[src/rtl/adder_pkg.sv]
// ============================================================================
// Module   : adder_pkg
// Brief    : Shared FSM state encoding and counter sizing for serial_adder.
// Revision : 1.0
// ============================================================================
`default_nettype none

package adder_pkg;

  typedef enum logic [1:0] {
    IDLE = 2'd0,
    RUN  = 2'd1,
    DONE = 2'd2
  } state_t;

  // Digit counter needs at least one bit even when a single digit covers the word.
  function automatic int cnt_width(input int n);
    return (n < 2) ? 1 : $clog2(n);
  endfunction

endpackage

`default_nettype wire

[src/rtl/serial_adder_if.sv]
// ============================================================================
// Module   : serial_adder_if
// Brief    : Operand/result handshake bundle between a requester and serial_adder.
// Revision : 1.0
// ============================================================================
`default_nettype none

interface serial_adder_if #(
  parameter int WIDTH = 8
);

  logic             start;
  logic             sub;
  logic [WIDTH-1:0] a;
  logic [WIDTH-1:0] b;
  logic             cin;
  logic             busy;
  logic             done;
  logic [WIDTH-1:0] sum;
  logic             cout;
  logic             ovf;

  modport master (
    output start, sub, a, b, cin,
    input  busy, done, sum, cout, ovf
  );

  modport slave (
    input  start, sub, a, b, cin,
    output busy, done, sum, cout, ovf
  );

endinterface

`default_nettype wire

[src/rtl/fa_slice.sv]
// ============================================================================
// Module   : fa_slice
// Brief    : Combinational ripple of DIGIT full-adder cells for one digit.
// Revision : 1.0
// ============================================================================
`default_nettype none

module fa_slice #(
  parameter int DIGIT = 1
) (
  input  logic [DIGIT-1:0] i_a,
  input  logic [DIGIT-1:0] i_b,
  input  logic             i_cin,
  output logic [DIGIT-1:0] o_sum,
  output logic             o_cout,
  output logic             o_cmsb
);

  logic w_c;

  always_comb begin
    o_sum  = '0;
    o_cmsb = 1'b0;
    w_c    = i_cin;
    for (int i = 0; i < DIGIT; i++) begin
      if (i == DIGIT - 1) begin
        o_cmsb = w_c;
      end
      o_sum[i] = i_a[i] ^ i_b[i] ^ w_c;
      w_c      = (i_a[i] & i_b[i]) | (i_a[i] & w_c) | (i_b[i] & w_c);
    end
    o_cout = w_c;
  end

endmodule

`default_nettype wire

[src/rtl/serial_adder.sv]
// ============================================================================
// Module   : serial_adder
// Brief    : Digit-serial adder/subtractor with start/busy/done and signed ovf.
// Revision : 1.0
// ============================================================================
`default_nettype none

module serial_adder
  import adder_pkg::*;
#(
  parameter int WIDTH = 8,
  parameter int DIGIT = 1
) (
  input  logic           clk,
  input  logic           rst,
  serial_adder_if.slave  bus
);

  localparam int              c_N    = WIDTH / DIGIT;
  localparam int              c_CW   = cnt_width(c_N);
  localparam logic [c_CW-1:0] c_LAST = c_CW'(c_N - 1);

  if (WIDTH < 2 || DIGIT < 1 || (WIDTH % DIGIT) != 0) begin : g_bad_params
    $error("serial_adder: WIDTH must be >= 2 and a multiple of DIGIT");
  end

  state_t            r_state;
  state_t            w_state_next;
  logic              w_accept;
  logic              w_last;
  logic              w_busy;
  logic              w_done;

  logic [WIDTH-1:0]  r_a;
  logic [WIDTH-1:0]  r_b;
  logic [WIDTH-1:0]  w_a_next;
  logic              r_carry;
  logic [c_CW-1:0]   r_cnt;
  logic [WIDTH-1:0]  r_sum;
  logic              r_cout;
  logic              r_ovf;

  logic [DIGIT-1:0]  w_slice_sum;
  logic              w_slice_cout;
  logic              w_slice_cmsb;

  fa_slice #(
    .DIGIT (DIGIT)
  ) u_slice (
    .i_a    (r_a[DIGIT-1:0]),
    .i_b    (r_b[DIGIT-1:0]),
    .i_cin  (r_carry),
    .o_sum  (w_slice_sum),
    .o_cout (w_slice_cout),
    .o_cmsb (w_slice_cmsb)
  );

  // r_a doubles as the result accumulator: consumed digits leave at the bottom
  // while sum digits enter at the top, so after N shifts it holds the result.
  if (c_N == 1) begin : g_single_digit
    assign w_a_next = w_slice_sum;
  end else begin : g_multi_digit
    assign w_a_next = {w_slice_sum, r_a[WIDTH-1:DIGIT]};
  end

  always_ff @(posedge clk) begin
    if (rst) begin
      r_state <= IDLE;
    end else begin
      r_state <= w_state_next;
    end
  end

  always_comb begin
    w_state_next = r_state;
    w_accept     = 1'b0;
    w_last       = 1'b0;
    w_busy       = 1'b0;
    w_done       = 1'b0;
    case (r_state)
      IDLE, DONE: begin
        w_done = (r_state == DONE);
        if (bus.start) begin
          w_accept     = 1'b1;
          w_state_next = RUN;
        end else begin
          w_state_next = IDLE;
        end
      end
      RUN: begin
        w_busy = 1'b1;
        if (r_cnt == c_LAST) begin
          w_last       = 1'b1;
          w_state_next = DONE;
        end
      end
      default: begin
        w_state_next = IDLE;
      end
    endcase
  end

  always_ff @(posedge clk) begin
    if (rst) begin
      r_a     <= '0;
      r_b     <= '0;
      r_carry <= 1'b0;
      r_cnt   <= '0;
      r_sum   <= '0;
      r_cout  <= 1'b0;
      r_ovf   <= 1'b0;
    end else if (w_accept) begin
      r_a     <= bus.a;
      r_b     <= bus.sub ? ~bus.b : bus.b;
      r_carry <= bus.sub ? 1'b1 : bus.cin;
      r_cnt   <= '0;
    end else if (r_state == RUN) begin
      r_a     <= w_a_next;
      r_b     <= r_b >> DIGIT;
      r_carry <= w_slice_cout;
      r_cnt   <= r_cnt + c_CW'(1);
      if (w_last) begin
        r_sum  <= w_a_next;
        r_cout <= w_slice_cout;
        r_ovf  <= w_slice_cmsb ^ w_slice_cout;
      end
    end
  end

  assign bus.busy = w_busy;
  assign bus.done = w_done;
  assign bus.sum  = r_sum;
  assign bus.cout = r_cout;
  assign bus.ovf  = r_ovf;

endmodule

`default_nettype wire

[src/flat_wrapper.sv]
// flat-port wrapper written by rule: the top's interface ports become plain ports
module serial_adder_flat import adder_pkg::*;
#(
  parameter int WIDTH = 8,
  parameter int DIGIT = 1
)
  (clk, rst, bus_start, bus_sub, bus_a, bus_b, bus_cin, bus_busy, bus_done, bus_sum, bus_cout, bus_ovf);
  serial_adder_if #(.WIDTH(WIDTH)) bus_i ();
  input  logic clk;
  input  logic rst;
  input wire logic [$bits(bus_i.start)-1:0] bus_start;
  input wire logic [$bits(bus_i.sub)-1:0] bus_sub;
  input wire logic [$bits(bus_i.a)-1:0] bus_a;
  input wire logic [$bits(bus_i.b)-1:0] bus_b;
  input wire logic [$bits(bus_i.cin)-1:0] bus_cin;
  output wire logic [$bits(bus_i.busy)-1:0] bus_busy;
  output wire logic [$bits(bus_i.done)-1:0] bus_done;
  output wire logic [$bits(bus_i.sum)-1:0] bus_sum;
  output wire logic [$bits(bus_i.cout)-1:0] bus_cout;
  output wire logic [$bits(bus_i.ovf)-1:0] bus_ovf;
  assign bus_i.start = bus_start;
  assign bus_i.sub = bus_sub;
  assign bus_i.a = bus_a;
  assign bus_i.b = bus_b;
  assign bus_i.cin = bus_cin;
  assign bus_busy = bus_i.busy;
  assign bus_done = bus_i.done;
  assign bus_sum = bus_i.sum;
  assign bus_cout = bus_i.cout;
  assign bus_ovf = bus_i.ovf;
  serial_adder #(.WIDTH(WIDTH), .DIGIT(DIGIT)) u_core (.clk(clk), .rst(rst), .bus(bus_i));
endmodule
[config.mk]
export PLATFORM = sky130hd
export DESIGN_NAME = serial_adder_flat
export DESIGN_NICKNAME = d
export VERILOG_FILES = /design/src/rtl/adder_pkg.sv /design/src/rtl/serial_adder_if.sv /design/src/rtl/fa_slice.sv /design/src/rtl/serial_adder.sv /design/src/flat_wrapper.sv
export SDC_FILE = /design/constraint.sdc
export NUM_CORES = 1
export LEC_CHECK = 0
export BUFFER_PORTS_ARGS = -buffer_cell sky130_fd_sc_hd__buf_2
export CORE_UTILIZATION = 51
export CTS_CLUSTER_SIZE = 30
export DETAILED_ROUTE_END_ITERATION = 16
export PLACE_DENSITY = 0.88
export SYNTH_ARGS = -nofsm -noshare
export SYNTH_HDL_FRONTEND = slang
export SYNTH_SLANG_ARGS = --single-unit
[constraint.sdc]
create_clock -name clk -period 1.63 [get_ports clk]
set_clock_uncertainty 0.2 [all_clocks]
set_input_delay 0.2445 -clock clk [delete_from_list [all_inputs] [get_ports clk]]
set_output_delay 0.2445 -clock clk [all_outputs]
set_load 0.01 [all_outputs]
==> flow_metrics.py, run 1 <==
metrics = {
    "cells_and_area": {
        "syn2layout_area_growth_pct": 26.2,
        "final_common_cell": "buf_2",
        "diodes": 0,
        "layout-drive-gt1-share_pct": 29.6,
        "fin_util_pct": 68.2,
        "layout.nets": 222,
        "mostFrequentLayoutCells": "31 x buf_2, 30 x dfxtp_1, 24 x nand2_1, 21 x nor3_1, 14 x a21oi_1",
        "n_fill_cell": 215,
    },
    "place": {
        "dp_hpwl_um": 1960,
        "place_congestion": 0.807,
        "numPortBuffers": 32,
    },
    "clock_tree": {
        "clkTransAtPathRegs_ns": 0.09,
        "clk_path_buf_depth": 2,
        "cts_sinks": 32,
        "clock_latency_ns": 0.33,
        "cts_buffers": 5,
        "tritoncts": "yes",
        "cts_root_buf": "clkbuf_4",
        "h-tree-depth": 2,
    },
    "sta": {
        "finalHoldViolCount": 0,
        "max_slew_margin_pct": 61.7,
        "drv_slew": 0,
        "rsz0062_at_grt": "true",
        "max_freq_mhz": 648,
        "period_needed_ns": 1.54,
        "worst_pin_slew_ns": 0.574,
        "finalSetupTns_ns": 0,
        "fin_crit_sh_pct": 94.7,
        "setup_violations": 0,
    },
    "hold_path": {
        "worstHoldStart": "bus_b[7]",
        "hp-class": "in -> reg",
    },
    "logic_synthesis": {
        "ys_seq_area_share_pct": 47.4,
        "synth_top_area_share_pct": 47.4,
        "ys_ff_latch": 32,
        "netlist_area_um2": 1350,
        "syn_nets": 179,
        "synthAdderAreaFrac_pct": 3.33,
        "synth_top_family_by_area": "simple AND/OR/NAND/NOR gates",
        "muxShareOfSynthArea_pct": 1.48,
        "synth-simple-area-share_pct": 21.3,
        "yosys_warnings": 0,
        "synthXorXnorAreaFrac_pct": 6.48,
        "synth_area_leaders": "dfxtp_1 47%, nor3_1 7.8%, nand2_1 6.7%",
        "synth_cell_type_count": 27,
        "synth-compound-area-share_pct": 14.8,
        "synthCells": 155,
        "yosysTopAreaCell": "dfxtp_1",
        "avgSynthCellArea_um2": 8.72,
    },
    "power_and_ir_drop": {
        "internal-power_mw": 1.16,
        "p_sw_mw": 0.428,
        "pwr-share-comb_pct": 16.1,
        "pwr-share-clk_pct": 29.5,
        "vdd_drop_max_mv": 0.710,
        "finalPower_mw": 1.58,
        "switching_share_pct": 27.0,
        "p_leak_nw": 0.721,
        "seqPwrFrac_pct": 54.4,
        "power_density_nw_per_um2": 929,
    },
    "worst_setup_path": {
        "worst_ep_required_time_ns": 1.19,
        "startpoint": "u_core.r_state[1]$_SDFFE_PP0P_",
        "worst-path-max-fanout": 11,
        "start_kind": "flop",
        "slowest_delay_ns": 0.35,
        "critPathTopFamily": "flip-flops",
        "critPathSlowestCell": "dfxtp_1",
        "arrival_ns": 1.10,
        "path_cells": "nand2b_2 -> clkinv_4 -> buf_6",
        "critPathCaptureType": "output port",
        "criticalPathCategory": "reg -> out",
        "reg2reg_from": "u_core.r_cnt[0]$_SDFFE_PP0N_",
        "cp.buffers_inverters": 2,
    },
    "detailed_routing": {
        "ant_nets": 0,
        "routedLengthMet1_um": 1310,
        "dr_total_vias": 1254,
        "drt_iter0_drc": 20,
        "firstDrtPassIters": 6,
        "detailroute.wirelength.met3_um": 158,
        "viasPerCell": 5.48,
        "avgRoutedWirePerCell_um": 12.8,
        "top_layer": "met4",
        "routed_wl_um": 2920,
        "drc": 0,
        "route.met2.wl_um": 1400,
    },
    "global_route": {
        "grt_pass1_wl_um": 4370,
        "grt_max_degree": 33,
        "first_global_vias": 1055,
        "grt_remaining_overflow": 0,
        "grt_antenna_before_repair": 0,
        "grt_use_total_pct": 21.9,
    },
    "floorplanning": {
        "start_util_pct": 54.1,
        "ios": 33,
        "die_h_um": 53.5,
        "coreArea_um2": 2500,
        "fp.dieW_um": 53.5,
        "die-area_um2": 2860,
        "rows": 18,
    },
    "status": {
        "outcome": "complete, no violations",
    },
    "run": {
        "maxCapViolations": 0,
    },
}
-- worst reg2reg max path, stage by stage (launching register included) --
cell and delay [ns]:
dfxtp_2 0.35, ha_1 0.15, ha_2 0.18, and3b_2 0.30
nor2_1 0.08, a211oi_2 0.20
-- layout make-up --
class / count / area, um^2 / area share, %
clock buffers: 6 / 51.3 / 3.01
clock inverters: 2 / 10.0 / 0.587
multi-input cells: 110 / 656 / 38.4
inverters: 1 / 8.76 / 0.514
repair buffers: 48 / 299 / 17.5
flip-flops and latches: 32 / 643 / 37.7
well taps: 30 / 37.5 / 2.20
-- sequential cells by signal (all words and copies together) (netlist names) --
register / count
u_core.bus.cout: 1
u_core.bus.ovf: 1
u_core.bus.sum: 8
u_core.r_a: 8
u_core.r_b: 8
u_core.r_carry: 1
u_core.r_cnt: 3
u_core.r_state: 2
-- worst paths after layout --
path | endpoint | depth (start not counted) | slack [ns]
worst max-delay path | bus_busy | 3 | 0.09
worst min-delay path | u_core.r_b[7]$_SDFFE_PP0P_ | 4 | 0.01
worst max register to register | u_core.bus.ovf$_SDFFE_PP0P_ | 5 | 0.09
worst min register to register | u_core.bus.sum[5]$_SDFFE_PP0P_ | 2 | 0.26
-- stage by stage --
| stage | cell area, um^2 | hold slack [ns] | setup WS, ns | std cells |
|---|---|---|---|---|
| 5_1_grt | 1710 | 0.0128 | -0.0122 | 229 |
| 3_5_place_dp | 1510 | 0.249 | -0.0174 | 209 |
| 2_1_floorplan | 1350 | 0.117 | 0.155 | 155 |
| 3_3_place_gp | 1510 | 0.239 | 0.0928 | 209 |
| 4_1_cts | 1640 | 0.00466 | 0.0253 | 222 |
| 6_report | 1710 | 0.0138 | 0.0862 | 229 |
-- metal layers --
layer  vias to the layer above  GRT usage, %
met1                       579          23.3
met4                         0          8.77
met3                         7          9.77
met5                         -             0
li1                        628             -
met2                        40          37.1
-- what timing repair did --
action | 4_1_cts | 5_1_grt
pin swaps | 0 | 1
setup buffers | 0 | 7
cloned | 0 | 0
resized for setup | 4 | 6
hold buffers | 5 | 0
endpoints found under the hold margin | 5 | 0
setup endpoints to repair | 2 | 12
-- Yosys cell counts (all sizes together) --
cell type  instances
o21ai              1
a21oi             14
inv                1
a311oi             2
fa                 1
o21a               1
o22ai              9
a211oi             1
nand3              6
xor2               8
buf                9
nand2             24
ha                 2
and3b              1
xnor2              2
a22oi              4
nor2               5
nor3              21
nand3b             1
mux2i              2
a31oi              1
nor2b              2
clkbuf             3
dfxtp             32
nand2b             2
-- power by group through the flow --
stage,logic (mW),registers (mW),clock network (mW)
after CTS,0.233,0.859,0.478
final,0.256,0.861,0.468
after detailed placement,0.219,0.878,0
after floorplan,0.165,0.869,0
after global placement,0.208,0.874,0
after global routing,0.281,0.866,0.506
-- cell families after synthesis --
group,count (synthesis)
buf+inv,13
simple gates,62
fa+ha+maj,3
mux,2
compound gates,33
xor+xnor,10
flops,32
No activity file was read; power rests on OpenSTA's default activity.
==> run 2: changes to the inputs <==
PLACE_DENSITY = 0.77   (was 0.88)
SYNTH_HIERARCHICAL = 1   (was default)
==> flow_metrics.py, run 2 <==
metrics = {
    "global_route": {
        "grt_max_degree": 33,
        "grt_use_total_pct": 24.0,
        "first_global_vias": 1149,
        "grt_antenna_before_repair": 0,
        "grt_remaining_overflow": 0,
        "grt_pass1_wl_um": 4820,
    },
    "clock_tree": {
        "h-tree-depth": 2,
        "cts_buffers": 5,
        "cts_sinks": 32,
        "clkTransAtPathRegs_ns": 0.10,
        "tritoncts": "yes",
        "cts_root_buf": "clkbuf_4",
        "clock_latency_ns": 0.34,
        "clk_path_buf_depth": 2,
    },
    "floorplanning": {
        "coreArea_um2": 2500,
        "die-area_um2": 2890,
        "start_util_pct": 54.6,
        "ios": 33,
        "die_h_um": 53.7,
        "fp.dieW_um": 53.7,
        "rows": 18,
    },
    "worst_setup_path": {
        "criticalPathCategory": "reg -> out",
        "rr_endpoint": "u_core/bus.ovf$_SDFFE_PP0P_",
        "rr_worst_depth": 5,
        "worst_ep_required_time_ns": 1.19,
        "reg2reg_from": "u_core/r_cnt[0]$_SDFFE_PP0N_",
        "critPathCaptureType": "output port",
        "start_kind": "flop",
        "arrival_ns": 1.10,
        "r2r_slack_ns": 0.12,
        "worst-path-max-fanout": 6,
    },
    "logic_synthesis": {
        "yosys_warnings": 6,
        "synth.most_common_cell": "dfxtp_1",
        "synthXorXnorAreaFrac_pct": 6.42,
        "synth_top_flop_cell": "dfxtp_1",
        "synth_cell_type_count": 28,
        "synth-compound-area-share_pct": 14.7,
        "synth_top_family_by_area": "simple AND/OR/NAND/NOR gates",
        "synth_area_leaders": "dfxtp_1 47%, nor3_1 7.3%, nand2_1 6.6%",
        "synthCells": 156,
        "netlist_area_um2": 1370,
        "synthArstFlopShare_pct": 0,
        "synthAdderAreaFrac_pct": 3.30,
        "synthTopCellsByCount": "32 x dfxtp_1, 24 x nand2_1, 20 x nor3_1",
        "ys_ff_latch": 32,
        "ys_seq_area_share_pct": 46.9,
        "synth-simple-area-share_pct": 21.3,
        "synth_top_area_share_pct": 46.9,
        "yosysTopAreaCell": "dfxtp_1",
        "avgSynthCellArea_um2": 8.75,
        "syn_nets": 180,
        "muxShareOfSynthArea_pct": 1.47,
        "synth_edf_count": 0,
    },
    "hold_path": {
        "hp-class": "in -> reg",
        "hold_end": "u_core/r_a[4]$_SDFFE_PP0P_",
        "min_path_cells": 3,
        "worstHoldStart": "bus_a[4]",
    },
    "place": {
        "numPortBuffers": 32,
        "place_congestion": 0.771,
        "dp_hpwl_um": 1900,
        "dp_cells": 209,
    },
    "cells_and_area": {
        "layout-drive-gt1-share_pct": 24.7,
        "fin_cells": 224,
        "diodes": 0,
        "mostFrequentLayoutCells": "32 x buf_2, 32 x dfxtp_1, 24 x nand2_1, 20 x nor3_1, 14 x a21oi_1",
        "layout.nets": 217,
        "syn2layout_area_growth_pct": 21.6,
    },
    "status": {
        "outcome": "complete, no violations",
    },
    "sta": {
        "finalHoldViolCount": 0,
        "rsz0062_at_grt": "false",
        "max_freq_mhz": 647,
        "worst_pin_slew_ns": 0.559,
        "drv_slew": 0,
        "period_needed_ns": 1.55,
        "max_slew_margin_pct": 62.7,
        "finalSetupTns_ns": 0,
        "fin_crit_sh_pct": 94.8,
        "setup_violations": 0,
    },
    "power_and_ir_drop": {
        "power_density_nw_per_um2": 944,
        "finalPower_mw": 1.57,
        "vdd_drop_max_mv": 0.699,
        "p_leak_nw": 0.702,
    },
    "detailed_routing": {
        "viasPerCell": 5.50,
        "dr_total_vias": 1231,
        "routed_wl_um": 2970,
        "drt_iter0_drc": 15,
        "firstDrtPassIters": 4,
        "avgRoutedWirePerCell_um": 13.3,
        "ant_nets": 0,
        "drc": 0,
    },
    "run": {
        "maxCapViolations": 0,
    },
}
[run 2: changes by cell type after synthesis, sizes merged]
cell / previous run / this run
buf: 9 / 10
[run 2: final cells by class]
cell class / count / area [um^2]
clock inverter: 2 / 10.0
timing repair buffer: 43 / 270
fill: 208 / 840
multi-input combinational: 110 / 644
inverter: 1 / 6.26
sequential: 32 / 641
clock buffer: 6 / 51.3
tap: 30 / 37.5
[run 2: power by group]
group / total, mW / internal [mW] / switching, mW
Sequential: 0.859 / 0.827 / 0.0320
Combinational: 0.237 / 0.109 / 0.128
Clock: 0.473 / 0.205 / 0.268
[run 2: logic make-up (layout without fill, tap and decap cells)]
| kind of cell | after synthesis | after routing |
|---|---|---|
| xor+xnor | 10 | 10 |
| flops | 32 | 32 |
| mux | 2 | 2 |
| fa+ha+maj | 3 | 3 |
| simple gates | 62 | 62 |
| compound gates | 33 | 33 |
| buf+inv | 14 | 52 |
[run 2: repair_timing]
item | 4_1_cts | 5_1_grt
gates resized for setup | 1 | 1
hold buffers | 6 | 0
hold endpoints to repair | 6 | 0
cloned | 0 | 0
setup endpoints to repair | 1 | 10
buffers inserted | 1 | 0
[run 2: layer usage]
layer,track usage (%),share of wire (%),vias to the layer above
met5,0,0,-
met4,10.5,1.6,0
met3,8.47,6.8,6
met2,40.5,48,50
met1,27.0,44,559
li1,-,-,616
[run 2: how the worst max path moves through the flow]
| stage | startpoint | end | slack [ns] | cells past startpoint |
|---|---|---|---|---|
| detailed placement | u_core/r_cnt[0]$_SDFFE_PP0N_ | u_core/bus.ovf$_SDFFE_PP0P_ | 0.03 | 5 |
| global placement | u_core/r_cnt[0]$_SDFFE_PP0N_ | u_core/bus.ovf$_SDFFE_PP0P_ | 0.06 | 5 |
| CTS | u_core/r_cnt[0]$_SDFFE_PP0N_ | u_core/bus.ovf$_SDFFE_PP0P_ | 0.03 | 5 |
| floorplan | u_core/r_cnt[0]$_SDFFE_PP0N_ | u_core/bus.ovf$_SDFFE_PP0P_ | 0.17 | 5 |
| finish | u_core/r_state[0]$_SDFFE_PP0P_ | bus_busy | 0.08 | 3 |
| global route | u_core/r_state[0]$_SDFFE_PP0P_ | bus_busy | 0.02 | 3 |
[run 2: metrics by stage]
stage | util, % | cell area (um^2) | worst slack [ns] | hold slack [ns]
floorplan | - | 1370 | 0.170 | 0.117
global placement | 61.1 | 1530 | 0.0624 | 0.239
detailed placement | 61.1 | 1530 | 0.0259 | 0.245
CTS | 66.4 | 1660 | 0.0285 | 0.00401
global route | 66.4 | 1660 | 0.0227 | 0.0341
finish | 66.4 | 1660 | 0.0847 | 0.0183
[run 2: worst max-delay path, stage by stage, from the launching register on]
cell and delay [ns]:
dfxtp_1 0.41, nand2b_1 0.13, inv_4 0.09, buf_2 0.12
